### src/rtl/chacha_blk_reader.sv
// chacha_blk_reader: requests one keystream block from the chacha core, captures
// the fixed-rate byte burst into a local buffer, then drains it as a valid/ready
// byte stream so a back-pressured consumer never stalls the core.
// Optional feature macro: CHACHA_XOR_EN (adds an in_* stream XORed onto the keystream).
module chacha_blk_reader #(
    parameter int BLK_BYTES = 64,
    parameter int IDX_W     = $clog2(BLK_BYTES)
) (
    input  logic       clk,
    input  logic       rst,
    input  logic       blk_ready,
    output logic       rd_blk,
    input  logic [7:0] blk_data,
    input  logic       abort,
    output logic       out_valid,
    input  logic       out_ready,
    output logic [7:0] out_data,
    output logic       out_last,
    output logic       blk_done
`ifdef CHACHA_XOR_EN
    ,
    input  logic       in_valid,
    output logic       in_ready,
    input  logic [7:0] in_data
`endif
);

    localparam logic [1:0] S_IDLE  = 2'd0;
    localparam logic [1:0] S_REQ   = 2'd1;
    localparam logic [1:0] S_FILL  = 2'd2;
    localparam logic [1:0] S_DRAIN = 2'd3;

    localparam logic [IDX_W-1:0] IDX_LAST = IDX_W'(BLK_BYTES - 1);

    logic [1:0]       state_q, state_d;
    logic [IDX_W-1:0] idx_q, idx_d;
    logic             abort_pend_q, abort_pend_d;
    logic             blk_done_q, blk_done_d;
    logic             wr_en;
    logic             in_drain;
    logic             xfer;
    logic [7:0]       rd_byte;
    logic [7:0]       blk_mem [BLK_BYTES];

    assign in_drain = (state_q == S_DRAIN);
    assign rd_byte  = blk_mem[idx_q];
    assign rd_blk   = (state_q == S_REQ);
    assign blk_done = blk_done_q;

    // Output stream: data is forced to zero outside DRAIN so reset/idle look clean.
`ifdef CHACHA_XOR_EN
    assign out_valid = in_drain & in_valid;
    assign in_ready  = in_drain & out_ready;
    assign out_data  = in_drain ? (rd_byte ^ in_data) : 8'h00;
`else
    assign out_valid = in_drain;
    assign out_data  = in_drain ? rd_byte : 8'h00;
`endif
    assign out_last = out_valid & (idx_q == IDX_LAST);
    assign xfer     = out_valid & out_ready;

    // Next-state logic for the IDLE -> REQ -> FILL -> DRAIN sequence.
    always_comb begin
        state_d      = state_q;
        idx_d        = idx_q;
        abort_pend_d = abort_pend_q;
        blk_done_d   = 1'b0;
        wr_en        = 1'b0;
        case (state_q)
            S_IDLE: begin
                idx_d        = '0;
                abort_pend_d = 1'b0;
                if (blk_ready && !abort) state_d = S_REQ;
            end
            S_REQ: begin
                // An abort here still has to ride out the coming burst.
                idx_d        = '0;
                abort_pend_d = abort;
                state_d      = S_FILL;
            end
            S_FILL: begin
                // The core burst cannot be stopped, so abort only marks the block for discard.
                wr_en = 1'b1;
                idx_d = idx_q + 1'b1;
                if (abort) abort_pend_d = 1'b1;
                if (idx_q == IDX_LAST) begin
                    state_d = (abort_pend_q || abort) ? S_IDLE : S_DRAIN;
                end
            end
            S_DRAIN: begin
                if (xfer) begin
                    idx_d = idx_q + 1'b1;
                    if (idx_q == IDX_LAST) begin
                        blk_done_d = 1'b1;
                        state_d    = S_IDLE;
                    end
                end
                if (abort) begin
                    idx_d   = '0;
                    state_d = S_IDLE;
                end
            end
            default: state_d = S_IDLE;
        endcase
    end

    // Control state registers.
    always_ff @(posedge clk or posedge rst) begin
        if (rst) begin
            state_q      <= S_IDLE;
            idx_q        <= '0;
            abort_pend_q <= 1'b0;
            blk_done_q   <= 1'b0;
        end else begin
            state_q      <= state_d;
            idx_q        <= idx_d;
            abort_pend_q <= abort_pend_d;
            blk_done_q   <= blk_done_d;
        end
    end

    // Block buffer; contents are meaningless until a fill completes, so no reset.
    always_ff @(posedge clk) begin
        if (wr_en) blk_mem[idx_q] <= blk_data;
    end

endmodule

### config.mk
export PLATFORM = sky130hd
export DESIGN_NAME = chacha_blk_reader
export DESIGN_NICKNAME = d
export VERILOG_FILES = /design/src/rtl/chacha_blk_reader.sv
export SDC_FILE = /design/constraint.sdc
export NUM_CORES = 1
export LEC_CHECK = 0
export CAP_MARGIN = 25
export CORE_ASPECT_RATIO = 2
export CORE_MARGIN = 2
export CORE_UTILIZATION = 44
export DETAILED_ROUTE_END_ITERATION = 8
export DONT_BUFFER_PORTS = 1
export PLACE_DENSITY = 0.62
export SLEW_MARGIN = 30
export SYNTH_ARGS = -nofsm -noshare
export SYNTH_HDL_FRONTEND = slang
export SYNTH_SLANG_ARGS = --single-unit
### constraint.sdc
create_clock -name clk -period 2.9 [get_ports clk]
set_input_delay 0.29 -clock clk [delete_from_list [all_inputs] [get_ports clk]]
set_output_delay 0.29 -clock clk [all_outputs]
set_load 0.02 [all_outputs]
==> results of run 1 <==
==> what timing repair did <==
action,CTS,global route
endpoints found under the hold margin,525,0
setup endpoints to repair,9,9
hold buffers,11,0
resized for setup,42,89
setup buffers,5,38
cloned,2,6
pin swaps,6,36
==> final cells by class <==
class	instances	area [sq um]
multi-input combinational	592	5120
tap	627	785
fill	3621	21100
clock inverter	20	223
clock buffer	56	1140
inverter	9	37.5
timing repair buffer	257	2610
sequential	522	15600
==> cells by family (layout without fill, tap and decap cells) <==
| kind of cell | after synthesis | in the layout |
|---|---|---|
| multiplexers | 143 | 143 |
| AND/OR/NAND/NOR | 194 | 194 |
| buffers and inverters | 93 | 342 |
| flip-flops | 522 | 522 |
| XOR/XNOR | 4 | 4 |
| AO/OA/AOI/OAI | 245 | 245 |
| adder cells (fa/ha/maj) | 6 | 6 |
==> metrics by stage <==
stage,setup WS [ns],setup TNS [ns],power (mW),utilization,std cells
after floorplan,0.697,0,11.6,-,1207
after global placement,-0.0339,-0.0339,13.6,0.489,1947
after detailed placement,-0.00640,-0.00640,13.7,0.489,1947
after CTS,-0.410,-2.95,19.9,0.530,2041
after global routing,-0.480,-3.12,21.4,0.548,2083
final,-0.454,-2.93,20.8,0.548,2083
==> layer usage <==
metal	GRT usage	part of all wire	vias up
met2	0.419	0.53	521
li1	-	-	5302
met1	0.264	0.34	6266
met3	0.0246	0.051	185
met5	0	0	-
met4	0.148	0.079	0
==> registers in the layout, indices dropped and copies added, names as in the netlist <==
name / count
idx_q: 6
abort_pend_q: 1
blk_done: 1
state_q: 2
blk_mem: 512
==> power by group through the flow <==
stage | Clock, mW | Combinational, mW | Sequential (mW)
3_5_place_dp | 0 | 5.02 | 8.64
5_1_grt | 6.16 | 6.71 | 8.48
4_1_cts | 5.92 | 5.49 | 8.47
2_1_floorplan | 0 | 2.99 | 8.59
6_report | 5.88 | 6.48 | 8.47
3_3_place_gp | 0 | 4.97 | 8.64
==> worst max-delay path by stage <==
stage / startpoint / end / slack, ns / cells past startpoint
floorplan: idx_q[1] / out_data[7] / 0.70 / 8
global placement: idx_q[1] / out_data[7] / -0.03 / 8
detailed placement: idx_q[1] / out_data[7] / -0.006 / 8
CTS: idx_q[1] / out_data[7] / -0.41 / 8
global route: idx_q[1] / out_data[7] / -0.48 / 10
finish: idx_q[1] / out_data[7] / -0.45 / 10
==> Yosys cell counts, drive strengths merged, types with 2 or more instances <==
library cell,number,area (sq um)
nor2,89,334
nor2b,7,43.8
mux2,41,477
clkbuf,31,116
dfrtp,10,250
nand2b,3,18.8
a221oi,29,260
or2,2,12.5
nor3b,2,15.0
xor2,2,17.5
or3b,2,17.5
o221ai,22,193
a22oi,51,383
nand4,7,43.8
mux4,37,833
nand3,35,175
buf,53,327
nand3b,3,22.5
nor3,3,15.0
mux2i,65,651
a21o,4,30.0
nand2,33,124
a22o,2,17.5
ha,6,75.1
o21ai,37,185
o31a,6,52.6
a211oi,20,150
xnor2,2,17.5
and2,3,18.8
a32oi,6,52.6
o2bb2ai,2,17.5
inv,9,33.8
a31oi,6,37.5
edfxtp,512,15400
o22ai,22,138
and3,2,12.5
a21oi,32,160
==> impl_metrics.ini, run 1 <==
[clock_network]
worst_skew_pair.late_latency_ns = 0.57
root_buffer = clkbuf_16
cts_tree = done
cts_max_path_buffers = 3
htreeDepth = 2
cts.sinks = 522
cts_buffers = 42
clk_pin_slew_ns = 0.07

[synth]
synth-simple-area-share = 0.0422
syn_inst = 1207
ys_types = 53
synth_xor_area_frac = 0.00169
synth_top_family_by_area = multiplexers
synthAdderAreaFrac = 0.00361
syn_area_per_cell_sq_um = 17.2
syn_nets = 1226
synthMuxAreaShare = 0.0943
syn_area_sq_mm = 0.0208
async_flop_share = 0.0192
ys_seq_area_frac = 0.752
synth_edf_count = 512
synth-warning-count = 0
ys_ff_latch = 522
synth_ff_type = edfxtp_1
synth-compound-area-share = 0.0833

[power_and_ir_drop]
internal-power_mw = 14.6
power.share.clock = 0.282
p_seq_frac = 0.407
p_leak_nw = 8.36
power.density_mw_per_mm2 = 815
switching_share = 0.300
vdd_drop_max_mv = 0.639
p_comb_frac = 0.311
p_switching_mw = 6.25

[worst_setup_path]
r2r_start = idx_q[0]
r2r-end = blk_mem[6][6]
worstPathMaxFanout = 8
worst-path-buf-inv = 6
arrival_ns = 3.06
cp.required_ns = 2.61
slowest_stage = o21ai_0
crit_family = buffers and inverters
path_cells = buf_12 > clkinvlp_4 > buf_12 > buf_4 > nand2_2 > buf_6 > o221ai_1 > o21ai_0 > a41oi_2 > buf_4
rrSetupSlack_ns = 0.35
worstSetupPathType = register to output port
start_kind = register
endpoint_kind = output port
slowest_delay_ns = 0.57
reg2reg_depth = 9

[die]
rows = 112
start_util = 0.445
die_x_um = 158
io_pins = 25
core_area_sq_mm = 0.0467
die_y_um = 311
dieArea_sq_mm = 0.0491

[final_layout]
antenna_cells = 0
drive_gt1_frac = 0.323
final_common_cell = edfxtp_1
final_area_sq_mm = 0.0256
layout_common_cells = edfxtp_1, buf_4, nor2_1
area.growth.synth_to_final_pct = 23.0
nNetsFinal = 1443

[route]
vias = 12300
drc = 0
drt-vias-per-instance = 5.89
drt_pass1_iterations = 6
first_iter_violations = 1407
drtAntennaViolNets = 0
wire_per_inst_um = 28.3
drt_wl_total_mm = 58.9

[sta]
maxSlewHeadroom = 0.502
rsz0062_at_grt = true
fin_crit_ns = 3.35
final_hold_viol_count = 0
fmaxAchievable_mhz = 298
skew_ns = 0.0210
worst_slew_pin_slew_ns = 0.745
setup_ws_ns = -0.454
finalCritPeriodShare = 1.16
setup_viol = 8
drv_slew = 0
fin_hold_ws_ns = 0.0323

[placement]
io_buffers = 0
dpl.hpwl_mm = 36.9
gp_congestion = 0.886
postPlaceCellArea_sq_mm = 0.0228

[outcome]
status = finished with violations
violations = setup timing

[grt]
grt_pass1_vias = 12600
grt_pass1_wl_mm = 83.4
track_usage = 0.235
grt_max_degree = 65
grt-ovfl-total = 0
antenna_found_initial = 0

[worst_hold_path]
hp-class = primary input to register
holdPathEnd = idx_q[0]
min_delay_path_depth = 2
min-delay-start = out_ready

[run]
drv_cap = 0
Power figures use the tool's default switching activity.
==> run 2, diff against run 1 <==
--- a/config.mk
+++ b/config.mk
@@ -13,4 +13,5 @@
 export DONT_BUFFER_PORTS = 1
 export PLACE_DENSITY = 0.62
+export SKIP_CTS_REPAIR_TIMING = 1
 export SLEW_MARGIN = 30
 export SYNTH_ARGS = -nofsm -noshare
==> constraint.sdc (replaced) <==
create_clock -name clk -period 2.9 [get_ports clk]
set_input_delay 0.29 -clock clk [delete_from_list [all_inputs] [get_ports clk]]
set_output_delay 0.29 -clock clk [all_outputs]
set_load 0.05 [all_outputs]
==> run 2 against run 1 <==
The flow finishes with violations (hold timing, setup timing). Total power shrank 2.8%. Register-to-register slack lost 0.03 ns. Critical path depth is the same. Die area is the same. Utilization shrank 1.2 points. Global-route usage shrank 0.27 points. Setup slack lost 0.024 ns. Sequential power is essentially flat. Count of clock-buffer cells in the layout shrank 6. Maximum frequency shrank 0.70%. Routed wire length shrank 0.76%. Highest routed layer unchanged.
==> impl_metrics.ini, run 2 (synthesis gave the netlist of run 1 again) <==
[worst_setup_path]
crit_start = idx_q[1]
endpoint_kind = output port
r2r_start = idx_q[1]
worstSetupPathType = register to output port
cp.required_ns = 2.61
arrival_ns = 3.09
worstPathMaxFanout = 20
start_kind = register

[route]
drt-vias-per-instance = 5.97
drc = 0
wire_per_inst_um = 28.6
drt_pass1_iterations = 6
drt_wl_total_mm = 58.5
vias = 12200
drtAntennaViolNets = 0
first_iter_violations = 1261

[worst_hold_path]
min-delay-start = abort
hp-class = primary input to register

[placement]
gp_congestion = 0.976
io_buffers = 0
postPlaceCellArea_sq_mm = 0.0228
dpl.hpwl_mm = 37.5

[die]
die_y_um = 311
die_x_um = 158
dieArea_sq_mm = 0.0491
start_util = 0.445
core_area_sq_mm = 0.0467
io_pins = 25
rows = 112

[sta]
fmaxAchievable_mhz = 296
finalCritPeriodShare = 1.16
drv_slew = 0
final_hold_viol_count = 1
worst_slew_pin_slew_ns = 0.799
rsz0062_at_grt = true
setup_viol = 8
maxSlewHeadroom = 0.466
skew_ns = 0.0109
fin_hold_ws_ns = -0.0106
fin_crit_ns = 3.38
setup_ws_ns = -0.478

[grt]
antenna_found_initial = 0
grt-ovfl-total = 0
grt_max_degree = 65
grt_pass1_vias = 12300
track_usage = 0.233
grt_pass1_wl_mm = 81.7

[final_layout]
largest_register = blk_mem
final_area_sq_mm = 0.0250
antenna_cells = 0
area.growth.synth_to_final_pct = 20.3
drive_gt1_frac = 0.290
nNetsFinal = 1405
fillerInstances = 3625
reg_top3 = blk_mem x512, idx_q x6, state_q x2
largest_reg_flops = 512
layout_common_cells = edfxtp_1, buf_4, nor2_1
final_common_cell = edfxtp_1

[clock_network]
cts_tree = done
root_buffer = clkbuf_16
htreeDepth = 2
cts.sinks = 522
cts_max_path_buffers = 3
cts_buffers = 41
clk_pin_slew_ns = 0.07
worst_skew_pair.late_latency_ns = 0.57

[power_and_ir_drop]
power.density_mw_per_mm2 = 810
vdd_drop_max_mv = 0.663
p_leak_nw = 8.08

[outcome]
status = finished with violations
violations = hold timing, setup timing

[run]
drv_cap = 0
## run 2: changes by cell type in the layout (fill, tap and decap cells not counted), sizes merged
cell | before | now
bufinv | 5 | 3
clkbuf | 62 | 56
inv | 9 | 10
clkinvlp | 2 | 5
buf | 246 | 211
clkinv | 13 | 17
bufbuf | 2 | 0
## run 2: worst max-delay path, stage by stage, from the launching register on
cell and delay, ns:
dfrtp_4 0.49, buf_12 0.15, buf_4 0.18, clkbuf_16 0.22, and2_1 0.22, a32oi_1 0.25
o21ai_1 0.14, a21oi_2 0.23, o22ai_1 0.12, o31a_1 0.34, buf_12 0.17
## run 2: area by class of cell
type                       instances  area, sq um  share of cell area
multi-input combinational        592         4960               0.198
clock buffer                      50         1100              0.0441
clock inverter                    26          219             0.00876
timing repair buffer             220         2260              0.0906
tap                              627          785              0.0314
sequential                       522        15600               0.625
inverter                           9         37.5             0.00150
## run 2: where the power goes
part           switching (mW)  leakage, nW  internal, mW
Combinational            3.52         2.71          2.64
Clock                    2.63        0.636          3.00
Sequential             0.0695         4.73          8.39
Total                    6.22         8.08          14.0
## run 2: path summary, 6_finish.rpt
check / end / slack (ns) / cells past startpoint
setup / recovery: out_data[6] / -0.48 / 10
max in group asynchronous: idx_q[1] / 2.29 / 2
hold / removal: abort_pend_q / -0.01 / 3
hold reg to reg: state_q[1] / 0.56 / 1
min in group asynchronous: state_q[0] / 0.20 / 2
setup reg to reg: blk_mem[12][5] / 0.32 / 7
## run 2: routing by layer
layer | wire [um] | track usage | vias up
li1 | - | - | 5244
met1 | 19400 | 0.257 | 6307
met2 | 31700 | 0.420 | 498
met3 | 2910 | 0.0239 | 169
met4 | 4400 | 0.146 | 0
met5 | 0 | 0 | -
## run 2: per-stage QoR
step	setup slack, ns	std cells	power (mW)	util	setup TNS, ns
floorplan	0.238	1207	11.7	-	0
global route	-0.513	2046	20.8	0.536	-3.68
global placement	-0.00502	1935	13.8	0.489	-0.00502
finish	-0.478	2046	20.3	0.536	-3.37
CTS	-0.611	2011	19.4	0.517	-4.12
detailed placement	0.00652	1935	13.8	0.489	0
==> RTL edit 1, RTL diff (flow settings as in run 2) <==
Add a define of `CHACHA_XOR_EN`.
--- a/src/rtl/chacha_blk_reader.sv
+++ b/src/rtl/chacha_blk_reader.sv
@@ -2,6 +2,8 @@
 // the fixed-rate byte burst into a local buffer, then drains it as a valid/ready
 // byte stream so a back-pressured consumer never stalls the core.
 // Optional feature macro: CHACHA_XOR_EN (adds an in_* stream XORed onto the keystream).
+`define CHACHA_XOR_EN
+
 module chacha_blk_reader #(
     parameter int BLK_BYTES = 64,
     parameter int IDX_W     = $clog2(BLK_BYTES)
Interface: changed (added in_data, in_ready and in_valid); port bits go from 25 to 35. No check against the original RTL was run, so the function may have changed too.
==> RTL edit 1 against run 2 <==
  * The run ends with negative setup slack left
  * Final cell count down 5.0%
  * Wire length is 14% lower
  * Synthesized area down 0.10%
  * Setup slack worse by 0.12 ns
  * Final area shrank 1.0%
  * Critical path depth decreased by 1
  * Largest cell class unchanged
  * Sequential cell count stayed put
  * Critical endpoint is now out_data[5]
  * Worst hold slack improved by 0.025 ns
  * Global-route usage fell by 2.8 points
Power is not compared: it rests on default switching activity, and its combinational part moved more than twofold at a synthesized area within 25%.
==> RTL edit 1: results (changes against run 2) <==
| Metric | Value |
|---|---|
| Status | `finished, violations left` |
| Failing checks | `negative setup slack` |
| Share of layout cells above drive strength 1 | `0.2629 (-0.02743)` |
| Final setup margin | `-0.5960 ns (-0.1183 ns)` |
| Area Overhead vs Synth | `19.25%` |
| Met1 WL | `17.83 mm (-8.3%)` |
| Total Neg Setup Slack | `-4.103 ns (-0.7342 ns)` |
| Synth top area cells | `edfxtp_1, mux2i_1, mux4_2` |
| Layout clock buffers | `54 (+8.0%)` |
| Critical path arrival | `3.21 ns (+0.12 ns)` |
| DR vias | `10,860 (-11%)` |
| DRT iter0 DRCs | `712 (-44%)` |
| Non-clk buf share | `0.08031 (-0.01025)` |
| HPWL Detailed | `32.15 mm (-14%)` |
| Multi-input combinational gate total | `527 (-11%)` |
| Fin nets | `1,313 (-6.5%)` |
| R2r setup slk | `0.44 ns (+0.12 ns)` |
| DR WL met2 | `27.61 mm (-13%)` |
| First-pass GRT wire length | `72.25 mm (-12%)` |
| # setup viols final | `8 (unchanged)` |
| Post-placement cell area | `22,600 um^2 (-0.97%)` |
| Crit-path max FO | `10 (-50%)` |
| Inverter count | `5 (-4)` |
| Post-synth top cells | `edfxtp_1, mux2i_1, nor2_1, a22oi_1, mux4_2` |
| Wirelength per Cell | `26.00 um (-9.0%)` |
| Worst hold slack | `0.01429 ns (+0.02494 ns)` |
| DR WL met3 | `2.167 mm (-26%)` |
[RTL edit 1: changes by cell type after synthesis, moves of 20 or more]
cell      before  now
a211oi_1      20    0
a21oi_1       32    1
a221oi_1      28    2
a22oi_1       51   71
mux2_2        34    1
mux2i_1       65  163
mux4_2        37   62
nand3_1       35    6
o21ai_0       36    3
o221ai_1      22    0
[RTL edit 1: worst paths after layout]
check                        startpoint              to  cells past startpoint
min                               abort    abort_pend_q                      3
max                            idx_q[0]     out_data[5]                      9
max in group asynchronous           rst        idx_q[0]                      2
min reg2reg                abort_pend_q    abort_pend_q                      2
max reg2reg                    idx_q[0]  blk_mem[44][6]                      6
min in group asynchronous           rst    abort_pend_q                      2
[RTL edit 1: cell families (layout without fill, tap and decap cells)]
kind of cell               Yosys count  after routing  share of synthesized area
AOI/OAI and AO/OA                  115            115                    0.03857
xor gates and xnor gates             4              4                   0.001688
adders and majority gates            6              6                   0.003616
buffers and inverters               69            267                    0.01730
DFF                                522            522                     0.7527
muxes                              226            226                     0.1464
and+or+nand+nor                    176            176                    0.03978
[RTL edit 1: critical path: stages, from the launching register on]
cell,delay [ns]
dfrtp_4,0.49
buf_6,0.14
buf_12,0.15
mux4_2,0.53
mux2i_4,0.24
o22ai_2,0.14
nor4_2,0.37
buf_4,0.19
mux2i_4,0.24
buf_12,0.16
[RTL edit 1: per-stage QoR]
step           cells  power (mW)  utilization
2_1_floorplan   1118       8.456            -
3_3_place_gp    1827       8.456       0.4843
3_5_place_dp    1827       8.456       0.4843
4_1_cts         1902       14.04       0.5128
5_1_grt         1943       14.46       0.5305
6_report        1943       14.11       0.5305
[RTL edit 1: routing by layer]
layer	up-vias	track usage
met2	335	0.3744
met5	-	0
met4	0	0.1039
met3	117	0.02437
li1	4807	-
met1	5596	0.2311
==> RTL edit 2, RTL diff (flow settings as in run 2) <==
Without the edit above. Make the reset (`rst`) synchronous in one clocked block.
--- a/src/rtl/chacha_blk_reader.sv
+++ b/src/rtl/chacha_blk_reader.sv
@@ -105,7 +105,7 @@
     end
 
     // Control state registers.
-    always_ff @(posedge clk or posedge rst) begin
+    always_ff @(posedge clk) begin
         if (rst) begin
             state_q      <= S_IDLE;
             idx_q        <= '0;
Behaviour: differs if rst is asserted again (counterexample within 4 cycles, from zero or initial values and one cycle with rst high); with rst held inactive, the same outputs for 10 cycles.
==> RTL edit 2 against run 2 <==
  * Count of clock-buffer cells in the layout rose by 1
  * Synthesized area is 0.82% lower
  * Highest routed layer unchanged
  * Final cell count decreased by 11%
  * Worst hold slack improved by 0.0055 ns
  * The flow still finishes with violations (negative hold slack, negative setup slack)
  * Sequential cell count rose by 6
  * Final area decreased by 1.9%
  * Critical path depth fell by 2
  * Largest cell class unchanged
  * Wire length decreased by 16%
  * Maximum frequency is 3.9% higher
  * Setup slack better by 0.13 ns
  * Core utilization fell by 0.85 points
  * First-iteration DRC count is 34% lower
Power is not compared: it rests on default switching activity, and its combinational part moved more than twofold at a synthesized area within 25%.
==> RTL edit 2: results (changes against run 2) <==
| Metric | Value |
|---|---|
| Total Neg Setup Slack | `-2.164 ns (+1.205 ns)` |
| Worst-margin pin slew | `0.6554 ns (-0.1434 ns)` |
| Pre-CTS setup slack | `0.1023 ns (+0.09582 ns)` |
| Final Non-Filler Cells | `1,819 (-11%)` |
| Net Count, Synth | `1,013 (-17%)` |
| Slowest Stage Delay on Critical Path | `0.52 ns (+0.03 ns)` |
| Async set-reset flop share out of synthesis | `0 (-0.01916)` |
| R2R depth | `6 (-1)` |
| HPWL Detailed | `31.54 mm (-16%)` |
| Synth top area cells | `edfxtp_1, mux4_2, dfxtp_1` |
| TritonRoute pass-1 iters | `5 (-1)` |
| Post-synthesis mux area share | `0.1580 (+0.06368)` |
| Worst hold slack | `-0.005168 ns (+0.005478 ns)` |
| Slowest cell on crit path | `mux4_2` |
| Hold depth | `2 (-1)` |
| TritonCTS Buffers | `42 (+2.4%)` |
| Reg2reg start | `state_q[0]` |
| R2r setup slk | `0.50 ns (+0.18 ns)` |
| Post-synthesis sequential area ratio | `0.7615 (+0.009653)` |
| First-pass GRT wire length | `70.60 mm (-14%)` |
| Crit-path max FO | `10 (-50%)` |
| Post-placement cell area | `22,230 um^2 (-2.6%)` |
| Mapped Avg Cell Area | `20.71 um^2 (+20%)` |
| GRT Total Usage | `0.2032 (-0.02936)` |
| Fin nets | `1,176 (-16%)` |
| Placed Instances | `1,700 (-12%)` |
| Critical path arrival | `2.96 ns (-0.13 ns)` |
| Wirelength per Cell | `27.04 um (-5.4%)` |
| Final setup margin | `-0.3510 ns (+0.1267 ns)` |
| DR vias | `10,270 (-16%)` |
| Hold Vio Cnt, Final | `1 (unchanged)` |
| GP Congestion | `0.8808 (-9.7%)` |
| Failing checks | `negative hold slack, negative setup slack` |
| Status | `finished, violations left` |
| Post-synth top cells | `edfxtp_1, mux4_2, nor2_1, nand2_1, nand3_1` |
| Share of layout cells above drive strength 1 | `0.3465 (+0.05613)` |
| XOR/XNOR Fraction of Synth Area | `0.002125 (+0.0004390)` |
| # setup viols final | `8 (unchanged)` |
-- RTL edit 2: cell count changes after synthesis, moves of 25 or more --
cell	change
mux2i_1	-49
a221oi_1	-28
mux4_2	+99
mux2_2	-32
o21ai_0	-25
a22oi_1	-50
-- RTL edit 2: worst paths after layout --
path	endpoint
max	out_data[6]
min	register
min reg2reg	state_q[0]
max reg2reg	blk_mem[35][5]
-- RTL edit 2: area by class of cell --
cell class	instances	area, um^2
clock buffer	51	1149
clock inverter	27	305.3
fill	3686	21990
inverter	4	15.01
multi-input combinational	410	4811
sequential	528	15710
tap	627	784.5
timing repair buffer	172	1767
-- RTL edit 2: worst max-delay path, delay by kind of cell, from the launching register on --
kind / cells / cell delay, ns
buf+inv: 3 / 0.46
mux: 1 / 0.52
flops: 1 / 0.45
compound gates: 3 / 0.62
simple gates: 1 / 0.33
-- RTL edit 2: cell families (layout without fill, tap and decap cells) --
family	count (synthesis)	in the layout
DFF	528	528
and+or+nand+nor	180	180
muxes	155	155
AOI/OAI and AO/OA	65	65
buffers and inverters	57	254
adders and majority gates	5	5
xor gates and xnor gates	5	5
-- RTL edit 2: power by group --
group | total [mW] | internal [mW] | switching, mW
clock | 6.05 | 3.39 | 2.66
sequential | 8.42 | 8.38 | 0.0333
combinational | 1.16 | 0.550 | 0.605
-- RTL edit 2: layer usage --
layer / routed length, um / global-route usage / share of wire
met1: 17740 / 0.2342 / 0.36
met4: 1997 / 0.08795 / 0.041
met3: 1854 / 0.02409 / 0.038
met5: 0 / 0 / 0
met2: 27590 / 0.3777 / 0.56
